--- config.mk ---
export PLATFORM = sky130hd
export DESIGN_NAME = exec_mem_stage
export DESIGN_NICKNAME = d
export VERILOG_FILES = /design/src/rtl/exec_mem_stage_pkg.sv /design/src/rtl/exec_mem_stage_alu_core.sv /design/src/rtl/exec_mem_stage.sv
export SDC_FILE = /design/constraint.sdc
export NUM_CORES = 2
export LEC_CHECK = 0
export CAP_MARGIN = 10
export CORE_AREA = 4 4 446 448
export CTS_BUF_LIST = sky130_fd_sc_hd__clkbuf_8 sky130_fd_sc_hd__clkbuf_16
export DETAILED_ROUTE_END_ITERATION = 16
export DIE_AREA = 0 0 450 452
export SLEW_MARGIN = 10
export SYNTH_ARGS = -nofsm -noshare
export SYNTH_HDL_FRONTEND = slang
export SYNTH_SLANG_ARGS = --single-unit
--- constraint.sdc ---
create_clock -name clk -period 11.61 [get_ports clk]
set_input_delay 2.322 -clock clk [delete_from_list [all_inputs] [get_ports clk]]
set_output_delay 2.322 -clock clk [all_outputs]
set_load 0.05 [all_outputs]
--- src/rtl/exec_mem_stage_pkg.sv ---
// Shared types and constants for the execute/memory slice: ALU opcodes,
// flag bit positions and default datapath widths.
package exec_pkg;

    localparam int DATA_W_DEF = 8;
    localparam int PC_W_DEF   = 16;

    typedef enum logic [2:0] {
        ALU_ADD = 3'b000,
        ALU_SUB = 3'b001,
        ALU_AND = 3'b010,
        ALU_OR  = 3'b011,
        ALU_XOR = 3'b100,
        ALU_NOT = 3'b101,
        ALU_SHL = 3'b110,
        ALU_SHR = 3'b111
    } alu_op_e;

    localparam int FLAG_N = 3;
    localparam int FLAG_Z = 2;
    localparam int FLAG_C = 1;
    localparam int FLAG_V = 0;

endpackage

--- src/rtl/exec_mem_stage_alu_core.sv ---
// Combinational ALU with {N,Z,C,V} flag generation, modular DATA_W-bit arithmetic.
module alu_core
    import exec_pkg::*;
#(
    parameter int DATA_W = DATA_W_DEF
) (
    input  logic [DATA_W-1:0] a_i,
    input  logic [DATA_W-1:0] b_i,
    input  alu_op_e           op_i,
    output logic [DATA_W-1:0] result_o,
    output logic [3:0]        flags_o
);

    localparam int MSB = DATA_W - 1;

    // One extra bit captures carry-out on add and borrow on subtract.
    logic [DATA_W:0] sum_ext;
    logic [DATA_W:0] diff_ext;
    logic            carry;
    logic            ovf;

    assign sum_ext  = {1'b0, a_i} + {1'b0, b_i};
    assign diff_ext = {1'b0, a_i} - {1'b0, b_i};

    always_comb begin
        result_o = '0;
        carry    = 1'b0;
        ovf      = 1'b0;
        unique case (op_i)
            ALU_ADD: begin
                result_o = sum_ext[MSB:0];
                carry    = sum_ext[DATA_W];
                ovf      = (a_i[MSB] == b_i[MSB]) && (sum_ext[MSB] != a_i[MSB]);
            end
            ALU_SUB: begin
                result_o = diff_ext[MSB:0];
                carry    = ~diff_ext[DATA_W];
                ovf      = (a_i[MSB] != b_i[MSB]) && (diff_ext[MSB] != a_i[MSB]);
            end
            ALU_AND: result_o = a_i & b_i;
            ALU_OR:  result_o = a_i | b_i;
            ALU_XOR: result_o = a_i ^ b_i;
            ALU_NOT: result_o = ~a_i;
            ALU_SHL: begin
                result_o = {a_i[MSB-1:0], 1'b0};
                carry    = a_i[MSB];
            end
            ALU_SHR: begin
                result_o = {1'b0, a_i[MSB:1]};
                carry    = a_i[0];
            end
        endcase
    end

    always_comb begin
        flags_o         = '0;
        flags_o[FLAG_N] = result_o[MSB];
        flags_o[FLAG_Z] = (result_o == '0);
        flags_o[FLAG_C] = carry;
        flags_o[FLAG_V] = ovf;
    end

endmodule

--- src/rtl/exec_mem_stage.sv ---
// Execute/memory slice: PC register, ALU, and a data memory addressed by the
// ALU result and written with operand B. Read is combinational.
module exec_mem_stage
    import exec_pkg::*;
#(
    parameter int DATA_W = DATA_W_DEF,
    parameter int PC_W   = PC_W_DEF,
    parameter int DEPTH  = 256           // must equal 2**DATA_W: address has no wrap logic
) (
    input  logic              clk,
    input  logic              rst_n,
    input  logic [PC_W-1:0]   pc_next,
    output logic [PC_W-1:0]   pc,
    input  logic [DATA_W-1:0] op_a,
    input  logic [DATA_W-1:0] op_b,
    input  logic [2:0]        alu_ctrl,
    output logic [DATA_W-1:0] alu_result,
    output logic [3:0]        alu_flags,
    input  logic              mem_write,
    output logic [DATA_W-1:0] mem_rdata
);

    logic [PC_W-1:0]   pc_q;
    logic [PC_W-1:0]   pc_d;
    logic [DATA_W-1:0] mem_q [DEPTH];

    alu_core #(
        .DATA_W (DATA_W)
    ) u_alu (
        .a_i      (op_a),
        .b_i      (op_b),
        .op_i     (alu_op_e'(alu_ctrl)),
        .result_o (alu_result),
        .flags_o  (alu_flags)
    );

    assign pc_d = pc_next;

    always_ff @(posedge clk or negedge rst_n) begin
        if (!rst_n) begin
            pc_q <= '0;
        end else begin
            pc_q <= pc_d;
        end
    end

    assign pc = pc_q;

    // Whole array clears on reset so the CPU starts from a known data image.
    always_ff @(posedge clk or negedge rst_n) begin
        if (!rst_n) begin
            for (int i = 0; i < DEPTH; i++) begin
                mem_q[i] <= '0;
            end
        end else if (mem_write) begin
            mem_q[alu_result] <= op_b;
        end
    end

    assign mem_rdata = mem_q[alu_result];

endmodule

==> flow_metrics.env <==
export IMPL_tns_ps=0
export IMPL_worstPathArrival_ps=8370
export IMPL_wl_per_cell_um=27.38
export IMPL_grt_first_pass_wirelength_um=426000
export IMPL_viasPerCell=6.134
export IMPL_synth_seq_area_share_pct=54.36
export IMPL_crit_path_end_kind="primary output"
export IMPL_worst_skew_pair_late_latency_ps=840
export IMPL_multi_input_area_um2=40950
export IMPL_worstPathMaxFanout=19
export IMPL_cp_cell_sequence="clkdlybuf4s50_1, inv_1, ha_1, o21ba_2, nor4_1, nor2_1, a211o_1, a21oi_4, inv_2, buf_4, nor3_2, buf_4, o2111ai_1, a31oi_1, nor4_1, nand4b_1, buf_12"
export IMPL_fin_skew_ps=0
export IMPL_dpl_hpwl_um=174200
export IMPL_cts_setup_buffers=0
export IMPL_antenna_found_initial=8
export IMPL_power_per_cell_area_nw_per_um2=176.8
export IMPL_cap_violations=0
export IMPL_worst_pin_slew_ps=1266
export IMPL_layout_drive_gt1_share_pct=31.16
export IMPL_die_width_um=450
export IMPL_clock_sinks=2064
export IMPL_synth_warnings=0
export IMPL_setup_viol=0
export IMPL_slowest_delay_ps=900
export IMPL_clockBufferDepth=3
export IMPL_hold_violations=0
export IMPL_synth_edf_count=0
export IMPL_synth_seq_cells=2064
export IMPL_first_iter_violations=5198
export IMPL_track_usage_pct=27.59
export IMPL_critPathSlowestCell="nor3_2"
export IMPL_final_nets=7568
export IMPL_gp_congestion=0.8567
export IMPL_place_inst=9828
export IMPL_drc=0
export IMPL_worst_slack_ps=918.0
export IMPL_cts_tree="yes"
export IMPL_grt_setup_unrepaired="false"
export IMPL_startpoint_type="input port"
export IMPL_die_area_um2=203400
export IMPL_grt_ovfl_total=0
export IMPL_layout_cells_non_filler=10240
export IMPL_grt_start_max_net_pins=178
export IMPL_worst_ir_drop_vdd_mv=0.1780
export IMPL_io_buffers=73
export IMPL_post_route_period_util_pct=92.09
export IMPL_relSlewSlack_pct=15.52
export IMPL_final_seq_area_um2=51650
export IMPL_status="complete, no violations"
export IMPL_critPathRequiredTime_ps=9290
export IMPL_fillers=16410
export IMPL_synth_fp_nets=7707
export IMPL_fmax_mhz=93.53
export IMPL_p_leak_nw=48.66
export IMPL_io_pins=74
export IMPL_ys_flop_type="dfrtp_1"
export IMPL_cts_resized=0
export IMPL_htree_levels=4
export IMPL_postRouteAntennaNets=0
export IMPL_firstDrtPassIters=5
export IMPL_rows=162
export IMPL_synth_cell_types=91
export IMPL_synthArstFlopShare_pct=100.0
export IMPL_drv_slew=0
export IMPL_path_clk_slew_ps=60
export IMPL_holdPathStages=2
export IMPL_hold_class="register to register"
export IMPL_ff2ff_path_depth=1
export IMPL_core_um2=194600
export IMPL_mappedNetlistArea_um2=95010
export IMPL_synth_area_per_cell_um2=12.43
export IMPL_final_cell_mix="dfrtp_1 (2064), mux2_2 (1366), nand2_1 (1235), o21ai_0 (609), mux4_2 (286)"
export IMPL_start_util_pct=48.83
export IMPL_synthToLayoutAreaGrowth_pct=11.25
export IMPL_pre_cts_ws_ps=1090
export IMPL_final_common_cell="dfrtp_1"
export IMPL_synth_cells=7643
export IMPL_die_h_um=452
export IMPL_post_route_min_period_ps=10690
export IMPL_wl_um=280400
export IMPL_ctsHoldBuffers=0
export IMPL_grt_pass1_vias=64330
export IMPL_vias=62810
export IMPL_critPathKind="input port to primary output"
export IMPL_cts_root_buf="clkbuf_16"
export IMPL_numCtsBuffers=216
kinds of logic after synthesis:
group           count (synthesis)  share of synthesized area [%]
flops                        2064                          54.36
mux                          1968                          26.45
simple gates                 1679                          7.784
compound gates               1273                          8.207
buf+inv                       628                          2.800
fa+ha+maj                      26                         0.3582
xor+xnor                        5                        0.04610
routing by layer:
layer  part of all wire, %  global-route usage, %  vias to the layer above
li1                      -                      -                    27310
met1                    43                  38.41                    33060
met2                    46                  43.48                     1896
met3                   5.8                  4.537                      546
met4                   4.4                  11.17                        2
met5                0.0046                      0                        -
worst max-delay path, delay by kind of cell:
family	cells	cell delay, ps
and+or+nand+nor	5	1980
buffers and inverters	6	1730
adders and majority gates	1	340
AOI/OAI and AO/OA	5	1950
sequential cells by signal, indices dropped and copies added, names as in the netlist:
| register | flops |
|---|---|
| pc | 16 |
| mem_q | 2048 |
Yosys cell counts (58+ instances only):
library cell  instances  area share, %
nor2_1               92           0.36
mux2_1              110            1.3
o21ai_0             609            3.2
nand3_1              58           0.31
buf_2               125           0.66
clkbuf_1            381            1.5
nand2_1            1235            4.9
a221oi_1             84           0.77
mux2_2             1366             16
nor2_2               59           0.39
a21oi_1             229            1.2
mux2i_1             205            2.2
dfrtp_1            2064             54
mux4_2              286            6.8
final timing paths:
path,slack [ps],end,startpoint
max reg2reg,10800,mem_q[1885],mem_q[1885]
min reg2reg,470,mem_q[1673],mem_q[1673]
max,920,mem_rdata[7],op_a[1]
min,470,mem_q[1673],mem_q[1673]
max in group asynchronous,7580,mem_q[698],rst_n
min in group asynchronous,1450,pc[10],rst_n
power by group:
group / switching (mW) / leakage (nW) / total (mW) / internal, mW
Combinational: 1.82 / 16.4 / 3.04 / 1.22
Sequential: 0.420 / 28.4 / 8.46 / 8.04
Clock: 2.98 / 3.88 / 7.18 / 4.21
stage by stage:
stage	total power [mW]	instance area [µm²]	utilization, %	hold slack, ps
2_1_floorplan	10.44	95010	-	444.6
3_3_place_gp	11.52	98200	50.47	456.5
3_5_place_dp	11.62	98230	50.48	465.8
4_1_cts	18.83	105700	54.31	479.2
5_1_grt	19.45	105700	54.31	497.6
6_report	18.69	105700	54.32	472.6
cell type report:
cell class	count	area share, %
tap	2542	3.009
timing repair buffer	233	2.170
clock inverter	128	1.142
multi-input combinational	4951	38.74
antenna	8	0.01894
clock buffer	275	5.914
sequential	2064	48.86
inverter	38	0.1491
(Power assumes the default switching activity.)
